[src/rtl/multdiv_pkg.sv]
// Shared types and constants for the iterative multiply/divide unit.
package multdiv_pkg;

    localparam int DEFAULT_WIDTH = 32;

    localparam logic OP_MULT = 1'b0;
    localparam logic OP_DIV  = 1'b1;

    typedef enum logic [1:0] {
        IDLE = 2'd0,
        RUN  = 2'd1,
        FIX  = 2'd2,
        DONE = 2'd3
    } state_t;

endpackage

[src/rtl/multdiv_step.sv]
// One combinational iteration: shift-add for MULT, restoring shift-subtract for DIV.
module multdiv_step
    import multdiv_pkg::*;
#(
    parameter int WIDTH = DEFAULT_WIDTH
) (
    input  logic               op,
    input  logic [2*WIDTH-1:0] acc,
    input  logic [WIDTH-1:0]   operand,
    output logic [2*WIDTH-1:0] acc_next
);

    logic [WIDTH:0] hi_sum;
    logic [WIDTH:0] rem_sh;
    logic [WIDTH:0] diff;
    logic           fits;

    // The remainder stays below 2*divisor, so a WIDTH+1 bit difference keeps its sign exact.
    always_comb begin
        hi_sum = {1'b0, acc[2*WIDTH-1:WIDTH]} + (acc[0] ? {1'b0, operand} : '0);
        rem_sh = acc[2*WIDTH-1:WIDTH-1];
        diff   = rem_sh - {1'b0, operand};
        fits   = ~diff[WIDTH];
        if (op == OP_MULT) begin
            acc_next = {hi_sum, acc[WIDTH-1:1]};
        end else begin
            acc_next = {(fits ? diff[WIDTH-1:0] : rem_sh[WIDTH-1:0]), acc[WIDTH-2:0], fits};
        end
    end

endmodule

[src/rtl/mult_div_unit.sv]
// Iterative signed multiply/divide feeding the HI/LO pair.
// Optional MULTDIV_DIV0_EN: a zero divisor skips straight to DONE and pulses div_zero.
module mult_div_unit
    import multdiv_pkg::*;
#(
    parameter int WIDTH = DEFAULT_WIDTH
) (
    input  logic               clk,
    input  logic               reset,
    input  logic               start,
    input  logic               op,
    input  logic [WIDTH-1:0]   a,
    input  logic [WIDTH-1:0]   b,
    output logic               busy,
    output logic [2*WIDTH-1:0] result,
    output logic               result_wr,
    output logic               done,
    output logic               div_zero
);

    localparam int CW = $clog2(WIDTH);

    state_t             state;
    state_t             next_state;
    logic [CW-1:0]      cnt;
    logic [2*WIDTH-1:0] acc;
    logic [2*WIDTH-1:0] acc_step;
    logic [WIDTH-1:0]   operand_q;
    logic               op_q;
    logic               neg_res;
    logic               neg_rem;
    logic [WIDTH-1:0]   abs_a;
    logic [WIDTH-1:0]   abs_b;
    logic               div0_launch;
    logic               busy_d;
    logic               done_d;
    logic               wr_d;
    logic [2*WIDTH-1:0] fix_prod;
    logic [WIDTH-1:0]   fix_lo;
    logic [WIDTH-1:0]   fix_hi;
    logic [2*WIDTH-1:0] fix_result;

    assign abs_a = a[WIDTH-1] ? -a : a;
    assign abs_b = b[WIDTH-1] ? -b : b;

`ifdef MULTDIV_DIV0_EN
    assign div0_launch = (op == OP_DIV) && (b == '0);
`else
    assign div0_launch = 1'b0;
`endif

    multdiv_step #(.WIDTH(WIDTH)) u_step (
        .op       (op_q),
        .acc      (acc),
        .operand  (operand_q),
        .acc_next (acc_step)
    );

    always_ff @(posedge clk or negedge reset) begin
        if (!reset) state <= IDLE;
        else        state <= next_state;
    end

    always_comb begin
        next_state = state;
        case (state)
            IDLE:    if (start) next_state = div0_launch ? DONE : RUN;
            RUN:     if (cnt == '0) next_state = FIX;
            FIX:     next_state = DONE;
            DONE:    next_state = IDLE;
            default: next_state = IDLE;
        endcase
    end

    // Outputs are computed from next_state so they can be registered without extra latency.
    always_comb begin
        busy_d = (next_state != IDLE);
        done_d = (next_state == DONE);
        wr_d   = (next_state == DONE) && (state == FIX);
    end

    always_ff @(posedge clk or negedge reset) begin
        if (!reset) begin
            busy      <= 1'b0;
            done      <= 1'b0;
            result_wr <= 1'b0;
        end else begin
            busy      <= busy_d;
            done      <= done_d;
            result_wr <= wr_d;
        end
    end

`ifdef MULTDIV_DIV0_EN
    always_ff @(posedge clk or negedge reset) begin
        if (!reset) div_zero <= 1'b0;
        else        div_zero <= (state == IDLE) && (next_state == DONE);
    end
`else
    assign div_zero = 1'b0;
`endif

    // Remainder takes the dividend's sign so the quotient truncates toward zero.
    always_comb begin
        fix_prod   = neg_res ? -acc : acc;
        fix_lo     = neg_res ? -acc[WIDTH-1:0] : acc[WIDTH-1:0];
        fix_hi     = neg_rem ? -acc[2*WIDTH-1:WIDTH] : acc[2*WIDTH-1:WIDTH];
        fix_result = (op_q == OP_MULT) ? fix_prod : {fix_hi, fix_lo};
    end

    always_ff @(posedge clk or negedge reset) begin
        if (!reset) begin
            cnt       <= '0;
            acc       <= '0;
            operand_q <= '0;
            op_q      <= 1'b0;
            neg_res   <= 1'b0;
            neg_rem   <= 1'b0;
            result    <= '0;
        end else begin
            case (state)
                IDLE: begin
                    if (start) begin
                        op_q      <= op;
                        neg_res   <= a[WIDTH-1] ^ b[WIDTH-1];
                        neg_rem   <= a[WIDTH-1];
                        cnt       <= CW'(WIDTH - 1);
                        operand_q <= (op == OP_MULT) ? abs_a : abs_b;
                        acc       <= (op == OP_MULT) ? {{WIDTH{1'b0}}, abs_b}
                                                     : {{WIDTH{1'b0}}, abs_a};
                    end
                end
                RUN: begin
                    acc <= acc_step;
                    cnt <= cnt - CW'(1);
                end
                FIX:     result <= fix_result;
                default: ;
            endcase
        end
    end

endmodule

[config.mk]
export PLATFORM = sky130hd
export DESIGN_NAME = mult_div_unit
export DESIGN_NICKNAME = d
export VERILOG_FILES = /design/src/rtl/multdiv_pkg.sv /design/src/rtl/multdiv_step.sv /design/src/rtl/mult_div_unit.sv
export SDC_FILE = /design/constraint.sdc
export NUM_CORES = 1
export LEC_CHECK = 0
export CAP_MARGIN = 25
export CORE_ASPECT_RATIO = 0.7
export CORE_MARGIN = 2
export CORE_UTILIZATION = 40
export CTS_BUF_LIST = sky130_fd_sc_hd__clkbuf_2
export CTS_CLUSTER_SIZE = 25
export DETAILED_ROUTE_END_ITERATION = 7
export SYNTH_ARGS = -nofsm -noshare
export SYNTH_HDL_FRONTEND = slang
export SYNTH_SLANG_ARGS = --single-unit
[constraint.sdc]
create_clock -name clk -period 9.5 [get_ports clk]
set_input_delay 1.425 -clock clk [delete_from_list [all_inputs] [get_ports clk]]
set_output_delay 1.425 -clock clk [all_outputs]
set_load 0.02 [all_outputs]
==> results.yml, run 1 <==
timing:
  timing.final.crit_share_pct: 45.6
  tightest_slew_ps: 1070
  finalHoldViolCount: 0
  slew_viol_final: 0
  clock_skew_ps: 55.0
  post-route-min-period_ps: 4330
  rsz0062_at_grt: "false"
  setup_viol: 0
  max_slew_margin_pct: 28.8
  final.setup.worst_slack_ps: 5170
  fin_tns_setup_ps: 0
  fmax_mhz: 231
routing:
  drc: 0
  vias: 13500
  wl_per_cell_um: 19.9
  wl_mm: 46.4
  firstDrtPassIters: 8
  drt_iter0_markers: 1212
  ant_nets: 0
  via_per_inst: 5.78
cts:
  cts_hold_buf: 0
  cts_setup_buffers: 0
  cts_tree: "yes"
  cts.sinks: 172
  clkTransAtPathRegs_ps: 270
  max-clock-path-buffers: 2
  numCtsBuffers: 17
  insertion_delay_ps: 890
  htreeDepth: 4
  cts.repair.resized: 0
  cts-root-buf: "clkbuf_2"
critical_path:
  critPathKind: "reg -> reg"
  critPathTopFamily: "compound AO/OA/AOI/OAI gates"
  worstPathMaxFanout: 30
  worstPathArrival_ps: 5140
  path_cells: "inv_1, buf_4, nor2_1, ha_1, o21ai_0, o21ai_0, nor3b_1, o21ai_0, a311oi_1, buf_4, nand4_1, a32oi_1, xor2_1, a221oi_1, a21oi_1"
  crit_top_cell: "o21ai_0"
  startpoint_type: "register"
  crit_path_end_kind: "register"
  crit_buf_inv: 3
  max_stage_delay_ps: 500
  ff2ff_setup_slack_ps: 5170
  worst_path_max_delay_cell: "dfrtp_1"
  crit_required_ps: 10310
yosys:
  synth_area_leaders: "dfrtp_1 30%, o21ai_0 6.4%, ha_1 6.1%"
  synth_flop_cell: "dfrtp_1"
  synth_cell_types: 84
  synth.net_count: 1930
  synthCells: 1791
  synth_warnings: 0
  synth-edff-count: 0
  yosysTopAreaCell: "dfrtp_1"
  yosysTopAreaCellShare_pct: 30.2
  synth-seq-cells: 172
  synth-async-reset-ratio_pct: 100
  syn_area_per_cell_um2: 7.95
  seq_area_frac_synth_pct: 30.2
  syn_area_um2: 14200
final_layout:
  layout-drive-gt1-share_pct: 4.74
  stdcell_count: 2331
  nets: 1984
  area_growth_pct: 13.5
  fill_cells: 3537
power:
  p_leak_nw: 6.70
  powerDensity_nw_per_um2: 394
  peakVddDrop_mv: 0.245
floorplanning:
  ios: 136
  dieArea_um2: 37200
  rows: 57
  die_w_um: 230
  core_area_um2: 34900
  die_h_um: 162
  start_util_pct: 40.8
global_routing:
  grt_pass1_vias: 12400
  grt_max_degree: 127
  grt_usage_pct: 25.2
  antenna_found_initial: 1
  grt_pass1_wl_mm: 72.9
  overflow: 0
placed_design:
  hpwl_mm: 35.5
  numPortBuffers: 134
  place.gp.congestion: 0.936
  dpl_worst_slack_ps: 4960
  post-place-cells: 2296
run:
  max-cap-violations: 0
hold_path:
  hold_class: "reg -> reg"
status:
  status: "completed"
## report_power, final
| part | leakage [nW] | switching (mW) | internal (mW) |
|---|---|---|---|
| Clock | 0.145 | 0.300 | 0.131 |
| Combinational | 4.38 | 2.56 | 1.77 |
| Sequential | 2.17 | 0.553 | 1.05 |
## registers in the layout, summed over array words and instances (netlist names)
signal,cells
op_q,1
busy,1
state,2
result,64
done,1
cnt,5
acc,64
neg_res,1
operand_q,32
neg_rem,1
## cell usage after synthesis (4+ instances only)
| cell type | n |
|---|---|
| dfrtp_1 | 172 |
| or4_1 | 7 |
| o221ai_1 | 6 |
| o21bai_1 | 8 |
| clkbuf_1 | 90 |
| ha_1 | 69 |
| buf_2 | 11 |
| buf_1 | 13 |
| a32oi_1 | 6 |
| nor4_1 | 13 |
| o21ai_1 | 8 |
| xnor2_1 | 90 |
| a21oi_1 | 155 |
| nand2_1 | 212 |
| a221oi_1 | 4 |
| xor2_1 | 82 |
| o22ai_1 | 5 |
| or3_1 | 23 |
| a211oi_1 | 51 |
| mux2i_1 | 42 |
| o21ai_0 | 181 |
| a21o_1 | 32 |
| inv_1 | 66 |
| or4_4 | 4 |
| o211ai_1 | 32 |
| o21a_1 | 15 |
| buf_4 | 4 |
| nor3_1 | 27 |
| nand2b_1 | 20 |
| and2_1 | 5 |
| nor3b_1 | 4 |
| o41ai_1 | 8 |
| nand4_1 | 8 |
| a31oi_1 | 17 |
| o31a_1 | 4 |
| and4_1 | 4 |
| o41a_1 | 4 |
| nand3_1 | 21 |
| o31ai_1 | 30 |
| nor2b_1 | 6 |
| nor2_1 | 147 |
| a22oi_1 | 27 |
## per-stage QoR
stage                     cell area [µm²]  total power [mW]  util (%)  hold WS (ps)
final                               16200              6.37      46.3           503
after CTS                           16100              6.30      46.2           493
after floorplan                     14200              4.61         -           450
after global routing                16200              6.93      46.3           542
after detailed placement            15900              5.86      45.5           470
after global placement              15800              5.81      45.4           462
## placed cells by master, fill, tap and decap left out, types with 17 or more instances in the layout
master / netlist / final
or3_1: 23 / 23
clkdlybuf4s50_1: 0 / 132
a211oi_1: 51 / 51
nor3_1: 27 / 27
mux2i_1: 42 / 42
nand3_1: 21 / 21
clkbuf_2: 0 / 19
inv_1: 66 / 66
o211ai_1: 32 / 32
a21oi_1: 155 / 155
a31oi_1: 17 / 17
a21o_1: 32 / 32
xor2_1: 82 / 82
a22oi_1: 27 / 27
nand2_1: 212 / 211
nor2_1: 147 / 145
o21ai_0: 181 / 181
dfrtp_1: 172 / 171
o31ai_1: 30 / 30
xnor2_1: 90 / 90
nand2b_1: 20 / 19
ha_1: 69 / 69
## path summary, 6_finish.rpt
kind / startpoint / endpoint / cells after the start
min in group asynchronous: reset / operand_q[23]$_DFFE_PN0P_ / 1
max in group asynchronous: reset / state[0]$_DFF_PN0_ / 3
min: cnt[4]$_DFFE_PN0P_ / state[1]$_DFF_PN0_ / 1
min reg2reg: cnt[4]$_DFFE_PN0P_ / state[1]$_DFF_PN0_ / 1
max: acc[0]$_DFFE_PN0P_ / acc[60]$_DFFE_PN0P_ / 15
max reg2reg: acc[0]$_DFFE_PN0P_ / acc[60]$_DFFE_PN0P_ / 15
## routing by layer
metal / vias to the layer above / GRT usage [%] / wire length (µm)
met1: 6356 / 39.3 / 23500
li1: 6555 / - / -
met2: 513 / 34.3 / 18000
met4: 0 / 5.70 / 925
met3: 41 / 6.09 / 3980
met5: - / 0 / 0
## logic make-up after synthesis
| group | share of synthesized area [%] |
|---|---|
| compound gates | 27.4 |
| simple gates | 17.4 |
| buf+inv | 5.08 |
| xor+xnor | 10.6 |
| flops | 30.2 |
| fa+ha+maj | 6.34 |
| mux | 3.03 |
| other cells | 0.0263 |
## cell type report
class / count / area [µm²] / area share, %
antenna: 1 / 2.50 / 0.0155
clock buffer: 19 / 95.1 / 0.588
clock inverter: 13 / 155 / 0.960
inverter: 67 / 251 / 1.56
multi-input combinational: 1434 / 9240 / 57.1
sequential: 172 / 4310 / 26.6
tap: 472 / 591 / 3.65
timing repair buffer: 153 / 1530 / 9.45
No activity file was read; power rests on OpenSTA's default activity.
==> run 2, diff against run 1 <==
==> constraint.sdc (replaced) <==
create_clock -name clk -period 3.8 [get_ports clk]
set_input_delay 0.57 -clock clk [delete_from_list [all_inputs] [get_ports clk]]
set_output_delay 0.57 -clock clk [all_outputs]
set_load 0.02 [all_outputs]
==> run 2 against run 1 <==
First-iteration DRC count grew 0.33%. Via count rose by 2.4%. Total power rose to 2.6 times the previous value. Largest power group unchanged. Highest routed layer unchanged.
==> results.yml, run 2 (synthesis results as in run 1) <==
timing:
  final.setup.worst_slack_ps: 193
  rsz0062_at_grt: "false"
  slew_viol_final: 0
  finalHoldViolCount: 0
  hold_ws_ps: 221
  post-route-min-period_ps: 3610
  fin_tns_setup_ps: 0
  fmax_mhz: 277
  tightest_slew_ps: 979
  clock_skew_ps: 45.8
  timing.final.crit_share_pct: 94.9
  setup_viol: 0
  max_slew_margin_pct: 34.5
run:
  max-cap-violations: 0
cts:
  cts-root-buf: "clkbuf_2"
  clkTransAtPathRegs_ps: 300
  cts_tree: "yes"
  insertion_delay_ps: 850
  cts.sinks: 172
  numCtsBuffers: 17
  htreeDepth: 4
  max-clock-path-buffers: 2
power:
  peakVddDrop_mv: 0.452
  p_leak_nw: 6.98
  finalPower_mw: 16.5
  powerDensity_nw_per_um2: 994
critical_path:
  worstPathArrival_ps: 4350
  crit_path_end_kind: "register"
  crit_required_ps: 4540
  startpoint_type: "register"
  worstPathMaxFanout: 7
  critPathKind: "reg -> reg"
routing:
  ant_nets: 0
  drt_iter0_markers: 1216
  via_per_inst: 5.76
  drc: 0
  wl_per_cell_um: 20.1
  wl_mm: 48.0
  firstDrtPassIters: 5
  vias: 13800
floorplanning:
  ios: 136
  die_w_um: 230
  rows: 57
  core_area_um2: 34900
  start_util_pct: 40.8
  dieArea_um2: 37200
  die_h_um: 162
global_routing:
  grt_pass1_wl_mm: 75.3
  antenna_found_initial: 2
  grt_pass1_vias: 12800
  overflow: 0
  grt_usage_pct: 26.0
  grt_max_degree: 100
final_layout:
  top_regs: "acc x64, result x64, operand_q x32"
  final_common_cell: "nand2_1"
  area_growth_pct: 16.6
  layout-drive-gt1-share_pct: 7.76
  nets: 2047
  layout_common_cells: "211 x nand2_1, 179 x o21ai_0, 171 x dfrtp_1"
  stdcell_count: 2394
placed_design:
  post-place-cells: 2359
  dpl_worst_slack_ps: 48.7
  place.gp.congestion: 0.944
  numPortBuffers: 134
  hpwl_mm: 37.9
hold_path:
  hold_class: "in -> async"
status:
  status: "completed"
==> run 2: changes by cell type in the layout (fill, tap and decap cells not counted), moves of 2 or more <==
cell / change
buf_12: +4
buf_4: +60
o21ai_1: +2
clkinv_2: +2
clkbuf_2: -2
buf_8: -2
clkinv_1: +2
o21ai_0: -2
bufinv_16: -2
==> run 2: critical path, stage by stage (launching register included) <==
cell	delay (ps)
dfrtp_1	570
ha_1	240
inv_1	70
fa_1	380
nand2b_1	190
a21oi_1	260
o41a_1	250
a211oi_2	130
o31a_1	420
a21oi_1	380
nand3_1	180
a32oi_1	190
o31ai_1	90
o21ai_0	150
==> run 2: cell type report <==
| cell class | instances | area [µm²] |
|---|---|---|
| Fill cell | 3439 | 18300 |
| Multi-Input combinational cell | 1434 | 9240 |
| Sequential cell | 172 | 4310 |
| Timing Repair Buffer | 216 | 2020 |
| Tap cell | 472 | 591 |
| Inverter | 67 | 251 |
| Clock inverter | 15 | 111 |
| Clock buffer | 17 | 85.1 |
| Antenna cell | 1 | 2.50 |
==> run 2: path summary, 6_finish.rpt <==
path,start,to,slack [ps],depth (start not counted)
setup / recovery,acc[32]$_DFFE_PN0P_,acc[63]$_DFFE_PN0P_,190,13
hold / removal,reset,acc[20]$_DFFE_PN0P_,220,2
setup reg to reg,acc[32]$_DFFE_PN0P_,acc[63]$_DFFE_PN0P_,190,13
hold reg to reg,result[59]$_DFFE_PN0P_,result[59]$_DFFE_PN0P_,510,2
max in group asynchronous,reset,result[63]$_DFFE_PN0P_,2800,3
min in group clk,result[59]$_DFFE_PN0P_,result[59]$_DFFE_PN0P_,510,2
==> run 2: layer usage <==
layer	routed length, µm	vias to the layer above	share of wire, %	track usage [%]
met5	0	-	0	0
met4	577	0	1.2	5.11
met3	4830	33	10	8.02
met2	18800	535	39	35.7
met1	23900	6527	50	39.6
li1	-	6688	-	-
==> run 2: repair_timing <==
action,CTS,global route
gates resized for setup,0,5
setup buffers,0,1
endpoints found under the setup margin,0,7
hold buffers,1,0
hold endpoints to repair,52,0
==> run 2: per-stage QoR <==
stage                     area (µm²)  utilization [%]
final                          16600             47.6
after global routing           16600             47.6
after CTS                      16600             47.6
after detailed placement       16400             47.0
after global placement         16400             47.0
after floorplan                14200                -
==> run 2: report_power, final <==
group / internal, mW / switching (mW)
logic: 4.98 / 7.04
registers: 2.62 / 0.948
clock network: 0.183 / 0.738
total: 7.78 / 8.73
==> run 3, diff against run 2 <==
--- a/config.mk
+++ b/config.mk
@@ -12,6 +12,7 @@
 export CTS_BUF_LIST = sky130_fd_sc_hd__clkbuf_2
 export CTS_CLUSTER_SIZE = 25
 export DETAILED_ROUTE_END_ITERATION = 7
+export SETUP_SLACK_MARGIN = 0.1
 export SYNTH_ARGS = -nofsm -noshare
 export SYNTH_HDL_FRONTEND = slang
 export SYNTH_SLANG_ARGS = --single-unit
==> run 3 against run 2 <==
Sequential share of layout area barely moved. Cell count did not move. Worst setup slack improved by 32 ps. Hold slack improved by 11 ps. Maximum frequency rose by 0.90%. Global-route usage barely moved. Critical endpoint is now acc[61]$_DFFE_PN0P_.
==> results.yml, run 3 (synthesis results as in run 1) <==
critical_path:
  r2r_start: "acc[0]$_DFFE_PN0P_"
  crit_required_ps: 4530
  r2r-end: "acc[61]$_DFFE_PN0P_"
  reg2reg_depth: 15
  critPathKind: "reg -> reg"
  worstPathMaxFanout: 4
  ff2ff_setup_slack_ps: 220
  startpoint_type: "register"
  worstPathArrival_ps: 4300
  crit_path_end_kind: "register"
global_routing:
  antenna_found_initial: 2
  grt_max_degree: 100
  grt_pass1_wl_mm: 75.3
  grt_pass1_vias: 12800
  grt_usage_pct: 26.0
  overflow: 0
final_layout:
  fin_util_pct: 47.7
  fin_area_um2: 16600
  layout_common_cells: "210 x nand2_1, 179 x o21ai_0, 170 x dfrtp_1"
  nets: 2047
  layout-drive-gt1-share_pct: 8.02
  final_common_cell: "nand2_1"
  top_regs: "acc x64, result x64, operand_q x32"
  area_growth_pct: 16.9
floorplanning:
  rows: 57
  die_w_um: 230
  die_h_um: 162
  core_area_um2: 34900
  start_util_pct: 40.8
  dieArea_um2: 37200
  ios: 136
placed_design:
  dpl_cell_area_um2: 16400
  numPortBuffers: 134
  place.gp.congestion: 0.944
  hpwl_mm: 37.9
timing:
  fin_tns_setup_ps: 0
  tightest_slew_ps: 961
  setup_viol: 0
  max_slew_margin_pct: 35.7
  finalHoldViolCount: 0
  clock_skew_ps: 44.5
  timing.final.crit_share_pct: 94.1
  post-route-min-period_ps: 3580
  slew_viol_final: 0
  fmax_mhz: 280
  rsz0062_at_grt: "true"
cts:
  cts-root-buf: "clkbuf_2"
  cts.sinks: 172
  htreeDepth: 4
  max-clock-path-buffers: 2
  cts_tree: "yes"
  insertion_delay_ps: 840
  numCtsBuffers: 17
  clkTransAtPathRegs_ps: 290
routing:
  drc: 0
  met2WireLength_mm: 18.8
  top_layer: "met4"
  wl_mm: 48.1
  via_per_inst: 5.76
  firstDrtPassIters: 5
  wl_met3_mm: 4.86
  ant_nets: 0
  met1_length_mm: 23.9
  wl_per_cell_um: 20.1
  drt_iter0_markers: 1252
  vias: 13800
status:
  status: "completed"
power:
  powerDensity_nw_per_um2: 995
  p_leak_nw: 6.99
  finalPower_mw: 16.6
  peakVddDrop_mv: 0.454
run:
  max-cap-violations: 0
hold_path:
  hold_class: "in -> async"
==> run 3: cell counts in the layout (fill, tap and decap cells not counted) <==
Identical to the previous run, type by type.
==> run 3: critical path, cell delays in order, from the launching register on <==
cell      delay [ps]
dfrtp_1          480
and2_1           150
ha_1             180
inv_1             70
fa_1             380
nand2b_1         190
a21oi_1          260
o41a_1           250
a211oi_2         130
o21ai_1          290
a31oi_1          150
buf_4            180
o31a_1           290
xnor2_1          130
a22oi_1          210
o21ai_1          100
==> run 3: per-stage QoR <==
step / hold WS [ps] / setup WS, ps / std cells
3_3_place_gp: 460 / 162 / 2359
2_1_floorplan: 274 / 586 / 1791
6_report: 232 / 225 / 2394
3_5_place_dp: 469 / 48.7 / 2359
4_1_cts: 146 / 145 / 2392
5_1_grt: 197 / 34.5 / 2394
==> run 3: worst max path at each step <==
stage                                        start                   to  slack, ps  cells past startpoint
after floorplan                 acc[0]$_DFFE_PN0P_  acc[57]$_DFFE_PN0P_        590                     14
after global placement                        a[2]  acc[30]$_DFFE_PN0P_        160                     10
after detailed placement                      a[2]  acc[30]$_DFFE_PN0P_         50                     10
after CTS                       acc[0]$_DFFE_PN0P_  acc[62]$_DFFE_PN0P_        150                     16
after global routing      operand_q[0]$_DFFE_PN0P_  acc[61]$_DFFE_PN0P_         30                     15
final                           acc[0]$_DFFE_PN0P_  acc[61]$_DFFE_PN0P_        220                     15
==> run 3: routing by layer <==
metal	track usage [%]	vias up
met3	8.02	35
met5	0	-
met1	39.7	6550
li1	-	6687
met4	5.11	0
met2	35.6	528
==> run 3: final cells by class <==
type | instances | area (µm²)
Antenna cell | 1 | 2.50
Clock buffer | 17 | 85.1
Clock inverter | 15 | 111
Fill cell | 3445 | 18200
Inverter | 67 | 251
Multi-Input combinational cell | 1434 | 9270
Sequential cell | 172 | 4310
Tap cell | 472 | 591
Timing Repair Buffer | 216 | 2030
==> run 3: power breakdown <==
group | internal, mW | switching [mW]
clock | 0.183 | 0.743
combinational | 4.99 | 7.07
sequential | 2.62 | 0.947
==> run 3: what timing repair did <==
| action | 4_1_cts | 5_1_grt |
|---|---|---|
| endpoints found under the hold margin | 52 | 0 |
| endpoints found under the setup margin | 2 | 9 |
| resized for setup | 1 | 12 |
| pin swaps | 0 | 1 |
| hold buffers | 1 | 0 |
| buffers inserted | 0 | 1 |
